### src/rtl/matrix_operand_loader.sv
// Byte-stream loader that fills two 4x4 operand matrices and launches matrix_addition.
// Optional WAIT watchdog is compiled in with `define MATRIX_LOADER_TIMEOUT_EN.
//
// state  | meaning
// LOAD_A | accepting bytes into a_out, row-major
// LOAD_B | accepting bytes into b_out, row-major
// START  | holding start high for START_CYCLES cycles
// WAIT   | operands stable, waiting for the adder's done
module matrix_operand_loader #(
   parameter int START_CYCLES   = 2,
   parameter int TIMEOUT_CYCLES = 2500
) (
   input  logic                   clk,
   input  logic                   rst_n,
   input  logic [7:0]             in_data,
   input  logic                   in_valid,
   output logic                   in_ready,
   output logic [0:3][0:3][7:0]   a_out,
   output logic [0:3][0:3][7:0]   b_out,
   output logic                   start,
   input  logic                   done,
   output logic                   busy,
   output logic                   timeout_err
);

   typedef enum logic [1:0] {LOAD_A, LOAD_B, START, WAIT} state_t;

   localparam logic [3:0] START_LAST = 4'(START_CYCLES - 1);

   state_t     state;
   logic [3:0] idx;
   logic [3:0] start_cnt;
   logic       done_seen;
   logic       xfer;

`ifdef MATRIX_LOADER_TIMEOUT_EN
   localparam logic [15:0] WD_LAST = 16'(TIMEOUT_CYCLES - 1);
   logic [15:0] wd_cnt;
`endif

   assign xfer = in_valid && in_ready;

   always_ff @(posedge clk or negedge rst_n) begin
      if (!rst_n) begin
         state     <= LOAD_A;
         idx       <= 4'd0;
         start_cnt <= 4'd0;
         done_seen <= 1'b0;
         in_ready  <= 1'b0;
         start     <= 1'b0;
         busy      <= 1'b0;
         a_out     <= '0;
         b_out     <= '0;
`ifdef MATRIX_LOADER_TIMEOUT_EN
         wd_cnt      <= 16'd0;
         timeout_err <= 1'b0;
`endif
      end else begin
         case (state)
            LOAD_A: begin
               in_ready  <= 1'b1;
               done_seen <= 1'b0;
               if (xfer) begin
                  a_out[idx[3:2]][idx[1:0]] <= in_data;
                  idx <= idx + 4'd1;
                  if (idx == 4'd15)
                     state <= LOAD_B;
               end
            end
            LOAD_B: begin
               if (xfer) begin
                  b_out[idx[3:2]][idx[1:0]] <= in_data;
                  idx <= idx + 4'd1;
                  if (idx == 4'd15) begin
                     state     <= START;
                     in_ready  <= 1'b0;
                     start     <= 1'b1;
                     busy      <= 1'b1;
                     start_cnt <= 4'd0;
                  end
               end
            end
            START: begin
               start_cnt <= start_cnt + 4'd1;
               if (done)
                  done_seen <= 1'b1;
               if (start_cnt == START_LAST) begin
                  start <= 1'b0;
                  // A fast adder may already have finished inside the start window.
                  if (done_seen) begin
                     state     <= LOAD_A;
                     in_ready  <= 1'b1;
                     busy      <= 1'b0;
                     done_seen <= 1'b0;
                  end else begin
                     state <= WAIT;
`ifdef MATRIX_LOADER_TIMEOUT_EN
                     wd_cnt <= 16'd0;
`endif
                  end
               end
            end
            WAIT: begin
               if (done || done_seen) begin
                  state     <= LOAD_A;
                  in_ready  <= 1'b1;
                  busy      <= 1'b0;
                  done_seen <= 1'b0;
               end
`ifdef MATRIX_LOADER_TIMEOUT_EN
               else if (wd_cnt == WD_LAST) begin
                  timeout_err <= 1'b1;
                  state       <= LOAD_A;
                  in_ready    <= 1'b1;
                  busy        <= 1'b0;
                  done_seen   <= 1'b0;
               end else begin
                  wd_cnt <= wd_cnt + 16'd1;
               end
`endif
            end
            default: begin
               state    <= LOAD_A;
               in_ready <= 1'b0;
               start    <= 1'b0;
               busy     <= 1'b0;
            end
         endcase
      end
   end

`ifndef MATRIX_LOADER_TIMEOUT_EN
   // No watchdog in this build; the parameter only keeps the interface uniform.
   assign timeout_err = 1'b0 & (TIMEOUT_CYCLES == 0);
`endif

endmodule

### config.mk
export PLATFORM = sky130hd
export DESIGN_NAME = matrix_operand_loader
export DESIGN_NICKNAME = d
export VERILOG_FILES = /design/src/rtl/matrix_operand_loader.sv
export SDC_FILE = /design/constraint.sdc
export NUM_CORES = 1
export LEC_CHECK = 0
export ABC_CLOCK_PERIOD_IN_PS = 5350
export CORE_UTILIZATION = 45
export DETAILED_ROUTE_END_ITERATION = 10
export PLACE_DENSITY = 0.74
export SETUP_SLACK_MARGIN = 0.2
export SLEW_MARGIN = 20
export SYNTH_ARGS = -nofsm -noshare
export SYNTH_HDL_FRONTEND = slang
export SYNTH_SLANG_ARGS = --single-unit
### constraint.sdc
create_clock -name clk -period 5.35 [get_ports clk]
set_clock_uncertainty 0.1 [all_clocks]
set_input_delay 1.07 -clock clk [delete_from_list [all_inputs] [get_ports clk]]
set_output_delay 1.07 -clock clk [all_outputs]
set_load 0.01 [all_outputs]
Yosys cells after proc, flatten, opt, wreduce, memory -nomap -nowiden:

Cells that the tools add are included.

* register bits after elaboration: 270
* bits of input ports: 12

* $add $sub $neg: 2
* order comparisons: 4
* eq/ne operators: 12
* mux-type cells: 35
* bitwise gates (word level): 2
* reductions and logical operators: 18

Operator list (count)
* $bwmux 128: 2
* $demux 32 s2: 1
* $mux 32: 1
* $demux 8 s2: 1
* $mux 1: 14
* $mux 2: 7
* $ne 2x2->1 const B: 7
* $reduce_and 6->1: 2
* $add 4x1->4 const B: 2
* $mux 4: 2
* $mux 8: 1
* $pmux 2 s4: 1
* $pmux 4 s2: 1
* $reduce_and 2->1: 4
* $ge 3x3->1 const B: 2
* $lt 3x1->1 const B: 2
* $not 2->3: 2
* $pmux 1 s3: 2
* $reduce_bool 3->1: 2
* $reduce_and 5->1: 1
* $eq 2x2->1 const B: 2
* $eq 4x1->1 const B: 1
* $eq 4x4->1 const B: 1
* $pmux 1 s4: 1
* 9 further kinds: 11

Depth between registers and ports, before layout:

* word-level depth: 8
* mapped depth: 7

Least setup slack after synthesis:

OpenSTA, ideal clock, no wires.

* path type: input to register
* start point: input port in_valid
* end point: register b_out[0] in the netlist's numbering
* arrival: 2215 ps
* data required time: 5125 ps
* slack: 2910 ps
* stages on the path: 5
* path buffers: 1
* path through: and3_1 > buf_2 > nand4_1 > nor2_2 > mux2_2

* longest elaborated chain between the ends: 2

RTL lines
* start, declared: line 16 `input logic in_valid,`
* $logic_and 1x1->1: line 41 `assign xfer = in_valid && in_ready;`
* $reduce_and 2->1 (no source line)
* end signal, assigned by index: line 72 `b_out[idx[3:2]][idx[1:0]] <= in_data;`
* end, declared: line 19 `output logic [0:3][0:3][7:0] b_out,`

Every way passes these cells.
A chain may end at the register's enable or synchronous reset.

Worst setup path in the final report:

* start point: input port in_valid
* end point: register a_out[93] in the netlist's numbering

* longest elaborated chain between the ends: 2

RTL lines
* $logic_and 1x1->1: line 41
* $reduce_and 2->1 (no source line)
* end signal, assigned by index: line 64 `a_out[idx[3:2]][idx[1:0]] <= in_data;`
* end, declared: line 18 `output logic [0:3][0:3][7:0] a_out,`

Every way passes these cells.

==> impl_metrics.toml <==
[run_status]
status = "finished clean"

[worst_setup_path]
cp_data_required_time_ns = 5.67
cp_cell_sequence = "clkdlybuf4s50_1 > and2_1 > nand3_1 > nor2_2 > mux2_2"
crit_buf_inv = 1
crit_arrival_ns = 3.17
cp-start-kind = "input port"
reg2reg_from = "state[0]$_DFFE_PN0P_"
critical_path_class = "input port to register"
crit_slowest_cell = "clkdlybuf4s50_1"
crit_path_max_fanout = 10
max_stage_delay_ns = 0.49
startpoint = "in_valid"
critPathCaptureType = "register"
cp_top_family = "simple AND/OR/NAND/NOR gates"

[synth]
syn_inst = 669
ys_warn_count = 0
seq_area_frac_synth_pct = 64.1
synthMostInstantiatedCell = "dfrtp_1"
yosys.area.top_type = "dfrtp_1"
syn_nets = 688
netlist.area_leader.share_pct = 64.1
ys_top_cells_by_count = "270 x dfrtp_1, 255 x mux2_2, 24 x clkbuf_1"
synth-main-ff-cell = "dfrtp_1"
yosysUniqueCellTypes = 33
synthTopCellsByArea = "dfrtp_1 64%, mux2_2 27%, nor2_2 1.3%"
synth_area_sq_um = 10500
syn_avg_cell_area_sq_um = 15.8
ys_async_sr_fraction_pct = 100
synth_edf_count = 0
ys_ff_latch = 270

[detailed_routing]
routedWlPerCell_microns = 21.3
dr.pass1.iters = 4
ant_nets = 0
via_per_inst = 5.15
drt_iter0_drc = 198
wirelength_microns = 27200
num_vias = 6584
drc_errors = 0

[timing]
fin_crit_ns = 2.85
fin_crit_sh_pct = 53.3
setup_tns_ns = 0
max_clock_freq_mhz = 350
rsz0062_at_grt = "false"
setup_viol = 0
tightest_slew_ns = 0.989
slew_violations = 0
hold_viol_final = 0
slew_headroom_pct = 34.0

[cells_and_area]
antenna_cells = 0
final_core_util_pct = 63.8
drive_gt1_share_pct = 35.4
fillCellCount = 1739
nets = 964
syn_to_final_growth_pct = 37.8

[clocking]
hold_buffers = 0
worstSkewPairLatency_ns = 0.53
cts_resized = 0
clk_transition_reported_paths_ns = 0.06
cts-htree-levels = 1
cts-root-buf = "clkbuf_16"
cts_tree = "yes"
cts_setup_buffers = 0
cts_sinks = 270
clockBufferDepth = 3
cts_buffers = 28

[worst_hold_path]
hold_path.class = "input port to async pin"

[power]
ir_worst_vdd_mv = 0.323
leakage_uw = 0.00660
p_int_uw = 6000
power_frac_clock_pct = 22.6
swShare_pct = 30.1
power_frac_seq_pct = 39.0
combPwrFrac_pct = 38.4
p_total_uw = 8580
power_density_nw_per_um2 = 591
switchingPower_uw = 2580

[floorplanning]
die_w_microns = 155
ioPinCount = 272
die_h_microns = 155
row_count = 55
dieArea_sq_um = 24000
core_region_area_sq_um = 22800
start_util_pct = 46.3

[global_route]
grt_max_degree = 139
grt_pass1_wl_microns = 42100
antenna_found_initial = 0
overflow = 0
grt_pass1_vias = 6923
grt_usage_pct = 23.0

[placement]
hpwlAfterDp_microns = 17500
finalWeightedCongestion = 0.783
io_buffers = 270

[flow_run]
max-cap-violations = 0
==> cells in the final DEF, fill, tap and decap left out, drive strengths merged, types with 3 or more instances in the layout <==
cell type	Yosys	layout
dfrtp	270	270
clkdlybuf4s50	0	269
mux2	256	256
clkbuf	24	40
nor2	29	29
buf	12	13
clkinv	0	8
nand3	8	8
nand2	7	7
a21oi	7	7
ha	7	7
inv	6	7
nand2b	5	5
nand4	5	5
nor3	4	4
nor2b	4	4
o21ai	4	4
a211oi	3	3
xnor2	3	3
and2	3	3
==> metrics by stage <==
stage               hold WS, ns  cells  worst slack (ns)  cell area [sq um]
global placement          0.370   1227              1.97              13600
floorplan                 0.383    669              2.91              10500
global route              0.411   1279              2.38              14500
detailed placement        0.393   1227              1.96              13600
CTS                       0.407   1278              2.50              14500
finish                    0.386   1279              2.50              14500
==> per-layer routing <==
layer  part of all wire (%)  track usage [%]  up-vias
li1                       -                -     2906
met3                    7.3             6.71       34
met2                     49             38.0      201
met1                     42             30.0     3443
met4                    2.0             5.28        0
met5                      0                0        -
==> power groups by stage <==
stage | clock network [uW] | registers [uW] | logic (uW)
floorplan | 0 | 3650 | 1080
global placement | 0 | 3350 | 3270
detailed placement | 0 | 3380 | 3320
CTS | 1980 | 3360 | 3340
global route | 2060 | 3460 | 3490
finish | 1940 | 3350 | 3290
==> layout make-up <==
class                   count  area [sq um]  share of cell area, %
clock buffers              40           817                   5.62
well taps                 313           392                   2.70
multi-input cells         357          3600                   24.8
clock inverters            11           109                  0.749
repair buffers            282          2830                   19.5
inverters                   6          22.5                  0.155
flip-flops and latches    270          6760                   46.5
==> flip-flops by register name (all words and copies together), names as in the netlist <==
register	count
in_ready	1
a_out	128
done_seen	1
b_out	128
state	2
start	1
idx	4
busy	1
start_cnt	4
==> worst register-to-register path, cell delays in order, from the launching register on <==
cell,delay [ns]
dfrtp_1,0.55
nor2b_1,0.84
nand2_1,0.29
nor2_2,0.51
mux2_2,0.40
==> final timing paths <==
kind / end / slack [ns] / cells past startpoint
max in group asynchronous: b_out[15]$_DFFE_PN0P_ / 3.59 / 3
max reg2reg: b_out[38]$_DFFE_PN0P_ / 2.53 / 4
max: a_out[93]$_DFFE_PN0P_ / 2.50 / 5
min in group clk: a_out[5]$_DFFE_PN0P_ / 0.40 / 1
min: a_out[0]$_DFFE_PN0P_ / 0.39 / 1
min reg2reg: a_out[5]$_DFFE_PN0P_ / 0.40 / 1
==> cell families after synthesis <==
kind of cell / synth area share [%]
adder cells (fa/ha/maj): 0.831
XOR/XNOR: 0.249
AND/OR/NAND/NOR: 4.41
AO/OA/AOI/OAI: 1.31
other: 0.0356
flip-flops: 64.1
buffers and inverters: 1.76
multiplexers: 27.3
Power figures use the tool's default switching activity.
